--- src/rtl/imem_loader.sv ---
// Serial byte loader for instruction memory: packs big-endian bytes into words, writes them, holds the CPU meanwhile.
// Latency: one write cycle after every 4th accepted byte; backpressure by dropping in_ready outside RECV.
module imem_loader #(
   parameter logic [31:0] BASE_ADDR = 32'h0,
   parameter int          MAX_WORDS = 256
) (
   input  logic        clock,
   input  logic        reset,
   input  logic        load_start,
   input  logic [15:0] load_words,
   input  logic        in_valid,
   input  logic [7:0]  in_byte,
   output logic        in_ready,
   output logic        mem_write_enabled,
   output logic [31:0] mem_address,
   output logic [31:0] mem_data,
   output logic        cpu_hold,
   output logic        busy,
   output logic        done,
   output logic        err_length
);

   typedef enum logic [1:0] {IDLE, RECV, WRITE, DONE} state_t;

   localparam logic [16:0] MAX_LEN = 17'(MAX_WORDS);

   state_t      state;
   logic [15:0] len;
   logic [15:0] word_idx;
   logic [1:0]  byte_cnt;
   logic [31:0] asm_word;
   logic        loaded;

   logic        len_ok;
   logic [15:0] idx_next;
   logic [31:0] word_next;

   assign len_ok    = (load_words != 16'd0) && ({1'b0, load_words} <= MAX_LEN);
   assign idx_next  = word_idx + 16'd1;
   assign word_next = {asm_word[23:0], in_byte};

   // Decoded only from registered state, so in_valid never reaches in_ready.
   assign in_ready = (state == RECV);
   assign busy     = (state != IDLE);
   assign cpu_hold = (state != IDLE) || !loaded;

   always_ff @(posedge clock or posedge reset) begin
      if (reset) begin
         state             <= IDLE;
         len               <= 16'd0;
         word_idx          <= 16'd0;
         byte_cnt          <= 2'd0;
         asm_word          <= 32'd0;
         loaded            <= 1'b0;
         mem_write_enabled <= 1'b0;
         mem_address       <= 32'd0;
         mem_data          <= 32'd0;
         done              <= 1'b0;
         err_length        <= 1'b0;
      end else begin
         mem_write_enabled <= 1'b0;
         mem_address       <= 32'd0;
         mem_data          <= 32'd0;
         done              <= 1'b0;
         err_length        <= 1'b0;
         case (state)
            IDLE: begin
               if (load_start) begin
                  if (len_ok) begin
                     len      <= load_words;
                     word_idx <= 16'd0;
                     byte_cnt <= 2'd0;
                     state    <= RECV;
                  end else begin
                     err_length <= 1'b1;
                  end
               end
            end
            RECV: begin
               if (in_valid) begin
                  asm_word <= word_next;
                  byte_cnt <= byte_cnt + 2'd1;
                  if (byte_cnt == 2'd3) begin
                     state             <= WRITE;
                     mem_write_enabled <= 1'b1;
                     mem_data          <= word_next;
                     mem_address       <= BASE_ADDR + {14'd0, word_idx, 2'b00};
                  end
               end
            end
            WRITE: begin
               word_idx <= idx_next;
               byte_cnt <= 2'd0;
               if (idx_next == len) begin
                  state <= DONE;
                  done  <= 1'b1;
               end else begin
                  state <= RECV;
               end
            end
            DONE: begin
               state  <= IDLE;
               loaded <= 1'b1;
            end
            default: state <= IDLE;
         endcase
      end
   end

endmodule

--- config.mk ---
export PLATFORM = sky130hd
export DESIGN_NAME = imem_loader
export DESIGN_NICKNAME = d
export VERILOG_FILES = /design/src/rtl/imem_loader.sv
export SDC_FILE = /design/constraint.sdc
export NUM_CORES = 1
export LEC_CHECK = 0
export BUFFER_PORTS_ARGS = -buffer_cell sky130_fd_sc_hd__buf_2
export CORE_MARGIN = 2
export CORE_UTILIZATION = 50
export CTS_CLUSTER_SIZE = 12
export DETAILED_ROUTE_END_ITERATION = 10
export PLACE_DENSITY = 0.76
export SKIP_LAST_GASP = 1
export SLEW_MARGIN = 15
export SYNTH_ARGS = -nofsm -noshare
export SYNTH_HDL_FRONTEND = slang
export SYNTH_SLANG_ARGS = --single-unit
--- constraint.sdc ---
create_clock -name clock -period 5.02 [get_ports clock]
set_input_delay 1.004 -clock clock [delete_from_list [all_inputs] [get_ports clock]]
set_output_delay 1.004 -clock clock [all_outputs]
set_load 0.1 [all_outputs]
Word-level counts from Yosys, hierarchy flattened
Index checks and enable logic that the tools add are counted.

word-level totals
  flip-flop bits (word level) = 128
  latch bits = 0
  RAM bits = 0
  bits in read-only memories = 0
  memories = 0

cells by class
  $add $sub $neg = 2
  multiply operators = 0
  div/mod/pow operators = 0
  order comparisons = 1
  equal/unequal tests = 9
  shift-type cells = 0
  multiplexer cells = 27
  bitwise gates (word level) = 0
  reduce and logical (&&, ||, !) cells = 13

operators with widths
  operator               number
  $mux 32                3
  $mux 18                3
  $mux 16                2
  $pmux 16 s2            1
  $add 16x1->16 const B  1
  $eq 16x16->1           1
  $le 16x9->1 const B    1
  $mux 2                 8
  $reduce_bool 16->1     1
  $mux 1                 8
  $pmux 2 s4             1
  $reduce_and 4->1       2
  $eq 2x2->1 const B     3
  $ne 2x2->1 const B     3
  $pmux 2 s3             1
  $reduce_and 3->1       2
  $reduce_bool 2->1      2
  $reduce_bool 3->1      1
  $add 2x1->2 const B    1
  $eq 2x1->1 const B     1
  $logic_not 2->1        1
  $ne 2x1->1 const B     1
  $reduce_and 2->1       1
  $logic_and 1x1->1      1
  other kinds (2)        2

Depth between registers and ports, before layout
Gate-level depths: netlist of the first run.

  depth in word-level cells = 5
  gate-level depth with buffers = 9
  depth with buffers taken out = 8

Least setup slack after synthesis of the first run
OpenSTA, ideal clock, no wires.

  path type = input to register
  from = in load_words[3]
  to = reg word_idx[13]
  library setup time = 0.125 ns
  arrival = 2.685 ns
  path slack = 2.210 ns
  stages = 5
  path buffers = 0
  cell sequence = or4_4 > or3_4 > a41o_4 > a31o_2 > mux2_4

on the way
  cells in the longest elaborated chain, start to end = 4
  elaborated cells between the ends (all ways) = 5

ends and longest elaborated chain
  element                                            RTL line  source
  start, declared                                    10        input logic [15:0] load_words,
  $le 16x9->1 or $reduce_bool 16->1 (tied branches)  38        assign len_ok = (load_words != 16'd0) && ({1'b0, load_words} <= MAX_LEN);
  $logic_and 1x1->1 (*)                              38
  $ne 2x2->1 (no source line) (*)                    n/a
  $reduce_and 3->1 (no source line) (*)              n/a
  end signal, assigned                               92        word_idx <= idx_next;
  end, declared                                      29        logic [15:0] word_idx;

Every way passes the cells marked *; elsewhere a longest branch is shown, timed or not.
A chain may end at the register's enable or synchronous reset.

Final worst setup path of the first run
  from = in load_words[9]
  to = reg word_idx[13]

The elaborated chain is that of the path after synthesis.

==> flow_metrics.tcl, run 1 <==
set metrics [dict create \
    fin_total_pwr_mw 2.44 \
    antenna_left 0 \
    irDropWorstVdd_mv 0.408 \
    grt_overflow 0 \
    end_kind "flip-flop" \
    ys_seq_area_share_pct 56.2 \
    rsz0062_at_grt "no" \
    crit_path_max_incr_delay_ps 560 \
    grt_max_degree 78 \
    timing.final.max_slew_violations 0 \
    clock_latency_ps 380 \
    cts_max_path_buffers 2 \
    hold_buffers 0 \
    start_util_pct 51.3 \
    die_y_um 104 \
    final_cell_area_um2 5630 \
    cp_data_arrival_time_ps 3090 \
    rows 36 \
    tightest_slew_ps 1040 \
    post_dp_cell_area_um2 5420 \
    synth-edff-count 0 \
    nNetsFinal 522 \
    vias_per_cell 5.20 \
    leakage_nw 2.85 \
    cts_tree "yes" \
    port_buffers 81 \
    yosys_warnings 0 \
    min_path_type "flip-flop to flip-flop" \
    hold_viol_final 0 \
    path_cells "buf_2 > or4_1 > nor4_4 > a41oi_2 > a31o_2 > mux2_4" \
    r2r_slack_ps 2500 \
    grt_pass1_vias 3118 \
    clkTransAtPathRegs_ps 130 \
    antenna_found_initial 0 \
    dp_hpwl_um 6360 \
    hold_end "mem_data[27]" \
    firstDrtPassIters 4 \
    netlist.area_leader.share_pct 56.2 \
    netlist_area_um2 4990 \
    layout-area-overhead-vs-synth_pct 12.9 \
    yosys-top-cells-area "dfrtp_1 56%, mux2_2 7.4%, and2_1 7.0%" \
    holdPathStages 1 \
    post_cts_resized 0 \
    place_congestion 0.834 \
    postCtsSetupBuffers 0 \
    yosysMostFrequentCell "dfrtp_1" \
    synth_cell_types 57 \
    worst_ep_required_time_ps 5280 \
    grt_pass1_wl_um 15200 \
    cts-buffers-inserted 9 \
    path_class "input pin to flip-flop" \
    critical_path_buf_inv_count 1 \
    drt_iter0_drc 215 \
    die_w_um 104 \
    r2r.worst_path.cells 6 \
    drive_above_1_share_pct 31.0 \
    synth_flop_cell "dfrtp_1" \
    power.density_nw_per_um2 433 \
    design.core.area_um2 9730 \
    min_from "asm_word[19]" \
    dieArea_um2 10800 \
    htreeDepth 3 \
    ys_ff_latch 112 \
    grtUsageTotal_pct 17.5 \
    slew_headroom_pct 30.2 \
    drc 0 \
    antenna_cells 0 \
    slowest_stage "or4_1" \
    path_delay_family "compound AO/OA/AOI/OAI gates" \
    dr_total_vias 3256 \
    tns_ps 0 \
    period_share_pct 56.4 \
    status "finished, final reports clean" \
    avgRoutedWirePerCell_um 14.5 \
    cts_num_sinks 112 \
    synthArstFlopShare_pct 100 \
    postSynthAreaPerCell_um2 12.0 \
    crit_fanout 16 \
    pin_count 98 \
    fmax_mhz 353 \
    synth_common_cells "112 x dfrtp_1, 56 x and2_1, 33 x mux2_2" \
    start_kind "input pin" \
    fin_skew_ps 15.8 \
    synth_top_cell_by_area "dfrtp_1" \
    drv_cap 0 \
    reg2reg_to "done" \
    reg2reg_from "word_idx[2]" \
    cts_root_buffer "clkbuf_8" \
    drt-total-wl_um 9090 \
    synthCells 416 \
    period_minus_slack_ps 2830 \
    setup_viol 0 \
]
cell families (layout without fill, tap and decap cells):
group                    after synthesis  in the layout  synth area share, %
multiplexers                          37             37                 8.35
buffers and inverters                 44            106                 4.91
other                                  1             16               0.0752
XOR/XNOR                              20             20                 3.51
adder cells (fa/ha/maj)                6              6                 1.50
flip-flops                           112            112                 56.2
AND/OR/NAND/NOR                      149            149                 18.0
AO/OA/AOI/OAI                         47             47                 7.52
state kept, by name, summed over array words and instances, names as in the netlist:
| register | cells |
|---|---|
| mem_write_enabled | 1 |
| byte_cnt | 2 |
| state | 2 |
| done | 1 |
| loaded | 1 |
| mem_address | 16 |
| err_length | 1 |
| len | 16 |
| word_idx | 16 |
| mem_data | 32 |
| asm_word | 24 |
cell usage in the layout (no fill, tap or decap), types with 6 or more instances in the layout:
cell,instances
xor2_1,7
nor2_1,11
xnor2_1,13
nand4_1,6
clkbuf_8,9
and2_1,56
dfrtp_1,112
nand2_1,21
a31o_2,6
ha_1,6
o31ai_1,10
conb_1,16
nand3_1,12
nand2b_1,6
buf_2,81
inv_1,6
mux2_2,33
report_power, final:
| part | total [mW] | internal, mW | leakage, nW | switching [mW] |
|---|---|---|---|---|
| sequential | 1.13 | 1.04 | 1.50 | 0.0947 |
| combinational | 0.749 | 0.265 | 1.24 | 0.484 |
| clock | 0.558 | 0.209 | 0.108 | 0.349 |
| total | 2.44 | 1.51 | 2.85 | 0.927 |
metrics by stage:
stage | utilization (%) | hold slack [ps] | setup WS (ps) | std cells
detailed placement | 55.7 | 457 | 1810 | 610
global placement | 55.7 | 454 | 1860 | 610
global route | 57.9 | 479 | 2070 | 626
CTS | 57.9 | 472 | 2190 | 626
floorplan | - | 440 | 1060 | 431
finish | 57.9 | 469 | 2190 | 626
how the worst max path moves through the flow:
stage	from	end	depth (start not counted)
after floorplan	reset	asm_word[0]	1
after global placement	load_words[9]	word_idx[13]	6
after detailed placement	load_words[9]	word_idx[13]	6
after CTS	load_words[9]	word_idx[13]	6
final	load_words[9]	word_idx[13]	6
after global routing	load_words[3]	word_idx[5]	6
layer usage:
metal  vias to the layer above  routed length (µm)  track usage [%]
li1                       1555                   -                -
met1                      1576                4130             24.0
met2                       113                4260             27.4
met3                        12                 537             3.38
met4                         0                 167             7.14
met5                         -                   0                0
worst reg2reg max path: stages (launching register included):
cell,delay (ps)
dfrtp_1,520
nand3_1,360
nor3_1,530
nand3_1,240
xnor2_1,300
nand3_1,110
nor4_1,340
layout make-up:
cell class                      count  area [µm²]
Clock buffer                        9         124
Clock inverter                      7        93.8
Fill cell                         839        4100
Inverter                            7        28.8
Multi-Input combinational cell    275        2000
Sequential cell                   112        2800
Tap cell                          133         166
Timing Repair Buffer               83         420
(Power assumes the default switching activity.)
==> run 2: changes to the inputs <==
--- a/config.mk
+++ b/config.mk
@@ -10,7 +10,7 @@
 export CORE_UTILIZATION = 50
 export CTS_CLUSTER_SIZE = 12
 export DETAILED_ROUTE_END_ITERATION = 10
-export PLACE_DENSITY = 0.76
+export PLACE_DENSITY = 0.79
 export SKIP_LAST_GASP = 1
 export SLEW_MARGIN = 15
 export SYNTH_ARGS = -nofsm -noshare
==> constraint.sdc (replaced) <==
create_clock -name clock -period 2.5 [get_ports clock]
set_input_delay 0.5 -clock clock [delete_from_list [all_inputs] [get_ports clock]]
set_output_delay 0.5 -clock clock [all_outputs]
set_load 0.1 [all_outputs]
==> flow_metrics.tcl, run 2 (synthesized netlist as in run 1, its figures left out) <==
set metrics [dict create \
    cp-startpoint "state[1]" \
    p_switching_mw 1.81 \
    grt_max_degree 113 \
    htreeDepth 3 \
    pwr-share-comb_pct 31.3 \
    grt_pass1_wl_um 16700 \
    period_share_pct 90.7 \
    fin_util_pct 60.0 \
    irDropWorstVdd_mv 1.01 \
    p_int_mw 3.28 \
    crit_end "busy" \
    design.core.area_um2 9730 \
    p_clk_share_pct 24.2 \
    hold_slack_ps 264 \
    rows 36 \
    antenna_found_initial 0 \
    drc 0 \
    slew_headroom_pct 61.0 \
    min_path_type "input pin to async pin" \
    cts-buffers-inserted 9 \
    hold_buffers 0 \
    path_class "flip-flop to primary output" \
    period_minus_slack_ps 2270 \
    die_w_um 104 \
    fin_skew_ps 12.4 \
    mostFrequentLayoutCell "dfrtp_1" \
    dp_hpwl_um 6920 \
    postCtsSetupBuffers 0 \
    cp_data_arrival_time_ps 1770 \
    post_cts_resized 0 \
    regArea_um2 2800 \
    start_util_pct 51.3 \
    cts_num_sinks 112 \
    drt_iter0_drc 211 \
    end_kind "primary output" \
    dr_total_vias 3337 \
    reg2reg_to "state[1]" \
    drv_cap 0 \
    timing.final.max_slew_violations 0 \
    reg.largest.list "mem_data: 32 flops, asm_word: 24 flops" \
    place_inst 633 \
    avgRoutedWirePerCell_um 14.9 \
    p_seq_share_pct 44.5 \
    reg2reg_from "word_idx[0]" \
    fin_cells 649 \
    grt_overflow 0 \
    pin_count 98 \
    r2r_slack_ps 330 \
    cts_root_buffer "clkbuf_8" \
    regMostFlops "mem_data" \
    clkTransAtPathRegs_ps 100 \
    die_y_um 104 \
    cts_tree "yes" \
    firstDrtPassIters 4 \
    hold_viol_final 0 \
    setup_viol 0 \
    nNetsFinal 545 \
    start_kind "flip-flop" \
    swShare_pct 35.6 \
    cts_max_path_buffers 2 \
    multi_input_area_um2 2000 \
    antenna_left 0 \
    place_congestion 0.844 \
    rsz0062_at_grt "no" \
    clock_latency_ps 380 \
    antenna_cells 0 \
    vias_per_cell 5.14 \
    drt-total-wl_um 9650 \
    grtUsageTotal_pct 19.4 \
    crit_fanout 5 \
    layout-area-overhead-vs-synth_pct 17.0 \
    port_buffers 81 \
    fmax_mhz 441 \
    grt_pass1_vias 3356 \
    dieArea_um2 10800 \
    tightest_slew_ps 585 \
    drive_above_1_share_pct 34.1 \
    worst_ep_required_time_ps 2000 \
    final_cell_mix "112 x dfrtp_1, 81 x buf_2, 56 x and2_1" \
    power.density_nw_per_um2 872 \
    status "finished, final reports clean" \
    final.fill_count 816 \
    leakage_nw 2.97 \
    r2r.worst_path.cells 6 \
    largest_register_ffs 32 \
]
==> run 2: cell types whose count changed in the layout (fill, tap and decap cells not counted), moves of 2 or more <==
| cell | previous run | this run |
|---|---|---|
| buf_4 | 2 | 24 |
| bufinv_16 | 0 | 2 |
| clkinv_8 | 2 | 0 |
| inv_12 | 2 | 0 |
==> run 2: per-stage QoR <==
step	instance area, µm²	setup slack, ps	total power, mW	TNS [ps]
floorplan	5050	104	3.56	0
global placement	5600	4.82	3.82	0
detailed placement	5600	-28.9	3.89	-75.2
CTS	5840	225	5.12	0
global route	5840	111	5.38	0
finish	5840	234	5.09	0
==> run 2: area by class of cell <==
type | count | area share (%)
multi-input cells | 275 | 34.2
clock inverters | 6 | 1.65
clock buffers | 10 | 2.36
inverters | 7 | 0.514
flip-flops and latches | 112 | 48.0
repair buffers | 106 | 10.4
well taps | 133 | 2.85
==> run 2: worst max-delay path, stage by stage, from the launching register on <==
cell     delay, ps
dfrtp_1        440
inv_1          110
ha_1           250
inv_1          140
buf_2          450
==> run 2: power by group through the flow <==
| stage | registers (mW) | logic [mW] | clock network (mW) |
|---|---|---|---|
| 3_3_place_gp | 2.28 | 1.54 | 0 |
| 6_report | 2.27 | 1.59 | 1.23 |
| 4_1_cts | 2.27 | 1.59 | 1.26 |
| 3_5_place_dp | 2.30 | 1.58 | 0 |
| 5_1_grt | 2.31 | 1.73 | 1.33 |
| 2_1_floorplan | 2.34 | 1.22 | 0 |
==> run 2: per-layer routing <==
metal | global-route usage [%] | share of wire [%] | vias up
met1 | 27.1 | 46 | 1621
met2 | 30.1 | 47 | 95
met5 | 0 | 0 | -
met4 | 8.88 | 2.8 | 0
met3 | 3.13 | 4.2 | 21
li1 | - | - | 1600
==> run 2: how the worst min path moves through the flow <==
stage / start / cells after the start / endpoint
floorplan: loaded / 1 / loaded
global placement: loaded / 1 / loaded
detailed placement: loaded / 1 / loaded
CTS: reset / 3 / mem_address[7]
global route: reset / 3 / mem_write_enabled
finish: reset / 3 / mem_address[12]
==> run 3: changes to the inputs <==
--- a/config.mk
+++ b/config.mk
@@ -10,7 +10,7 @@
 export CORE_UTILIZATION = 50
 export CTS_CLUSTER_SIZE = 12
 export DETAILED_ROUTE_END_ITERATION = 10
-export PLACE_DENSITY = 0.79
+export PLACE_DENSITY = 0.76
 export SKIP_LAST_GASP = 1
 export SLEW_MARGIN = 15
 export SYNTH_ARGS = -nofsm -noshare
==> constraint.sdc (replaced) <==
create_clock -name clock -period 2.3 [get_ports clock]
set_input_delay 0.46 -clock clock [delete_from_list [all_inputs] [get_ports clock]]
set_output_delay 0.46 -clock clock [all_outputs]
set_load 0.1 [all_outputs]
==> flow_metrics.tcl, run 3 (synthesized netlist as in run 1, its figures left out) <==
set metrics [dict create \
    status "finished, final reports clean" \
    fin_skew_ps 9.46 \
    drt-total-wl_um 9930 \
    fin_cells 662 \
    cts_num_sinks 112 \
    drv_cap 0 \
    cts_root_buffer "clkbuf_8" \
    place_inst 646 \
    grt_max_degree 50 \
    firstDrtPassIters 4 \
    drive_above_1_share_pct 36.5 \
    nNetsFinal 558 \
    layout-area-overhead-vs-synth_pct 18.7 \
    dr_total_vias 3368 \
    period_minus_slack_ps 2190 \
    port_buffers 81 \
    start_kind "flip-flop" \
    final.fill_count 824 \
    reg.largest.list "mem_data: 32 flops, asm_word: 24 flops" \
    path_cells "inv_1 > ha_2 > clkinvlp_4 > buf_2" \
    cts_tree "yes" \
    vias_per_cell 5.09 \
    clkTransAtPathRegs_ps 100 \
    cp-startpoint "state[1]" \
    path_delay_family "buffers and inverters" \
    hold_buffers 0 \
    multi_input_area_um2 2020 \
    antenna_left 0 \
    dp_hpwl_um 7360 \
    largest_register_ffs 32 \
    reg2reg_from "word_idx[0]" \
    rows 36 \
    dieArea_um2 10800 \
    cts-buffers-inserted 9 \
    htreeDepth 3 \
    antenna_found_initial 0 \
    antenna_cells 0 \
    period_share_pct 95.3 \
    timing.final.max_slew_violations 0 \
    final_cell_mix "112 x dfrtp_1, 81 x buf_2, 56 x and2_1" \
    fmax_mhz 456 \
    rsz0062_at_grt "no" \
    mostFrequentLayoutCell "dfrtp_1" \
    drc 0 \
    die_y_um 104 \
    leakage_nw 3.01 \
    fin_util_pct 60.9 \
    die_w_um 104 \
    crit_path_max_incr_delay_ps 440 \
    regMostFlops "mem_data" \
    regArea_um2 2800 \
    grtUsageTotal_pct 19.4 \
    grt_pass1_vias 3324 \
    setup_viol 0 \
    pin_count 98 \
    grt_overflow 0 \
    slowest_stage "buf_2" \
    design.core.area_um2 9730 \
    cp_data_arrival_time_ps 1730 \
    crit_fanout 5 \
    drt_iter0_drc 151 \
    hold_viol_final 0 \
    avgRoutedWirePerCell_um 15.0 \
    min_path_type "input pin to async pin" \
    start_util_pct 51.3 \
    critical_path_buf_inv_count 3 \
    power.density_nw_per_um2 912 \
    cts_max_path_buffers 2 \
    path_class "flip-flop to primary output" \
    place_congestion 0.848 \
    clock_latency_ps 380 \
    end_kind "primary output" \
    irDropWorstVdd_mv 1.34 \
    grt_pass1_wl_um 16500 \
    worst_ep_required_time_ps 1840 \
]
## run 3: changes by cell type in the layout (fill, tap and decap cells not counted), moves of 2 or more
| cell | before | now |
|---|---|---|
| ha_1 | 6 | 4 |
| buf_4 | 24 | 36 |
| bufinv_16 | 2 | 0 |
| clkinvlp_4 | 1 | 3 |
| ha_2 | 0 | 2 |
## run 3: power by group
group	internal (mW)	leakage, nW	switching, mW
Combinational	0.686	1.41	1.12
Clock	0.446	0.0940	0.678
Sequential	2.26	1.50	0.209
Total	3.39	3.01	2.01
## run 3: path summary, 6_finish.rpt
path	endpoint	slack [ps]	cells past startpoint
setup / recovery	busy	110	4
hold / removal	mem_address[3]	40	2
setup reg to reg	state[1]	140	6
hold reg to reg	mem_data[30]	490	1
max in group asynchronous	asm_word[15]	1720	3
min in group clock	mem_data[0]	290	2
## run 3: through the flow
step	hold slack, ps	TNS, ps	instance area, µm²	power (mW)	setup slack (ps)
CTS	38.7	0	5920	5.44	101
global route	44.9	0	5920	5.70	4.41
finish	40.6	0	5920	5.40	109
floorplan	440	0	5070	3.90	6.63
detailed placement	449	-3330	5730	4.31	-217
global placement	454	-1940	5730	4.23	-170
## run 3: cell type report
type | count | share of cell area [%]
Clock buffer | 11 | 2.39
Clock inverter | 5 | 0.803
Inverter | 7 | 0.570
Multi-Input combinational cell | 275 | 34.0
Sequential cell | 112 | 47.3
Tap cell | 133 | 2.81
Timing Repair Buffer | 119 | 12.1
## run 3: timing repair
item / CTS / global route
setup endpoints to repair: 0 / 1
buffers inserted: 0 / 0
resized for setup: 0 / 1
hold endpoints to repair: 0 / 0
## run 3: per-layer routing
| layer | GRT usage [%] | part of all wire [%] | vias to the layer above |
|---|---|---|---|
| li1 | - | - | 1624 |
| met3 | 3.26 | 5.2 | 21 |
| met5 | 0 | 0 | - |
| met2 | 29.8 | 48 | 101 |
| met4 | 9.17 | 2.5 | 0 |
| met1 | 26.9 | 44 | 1622 |
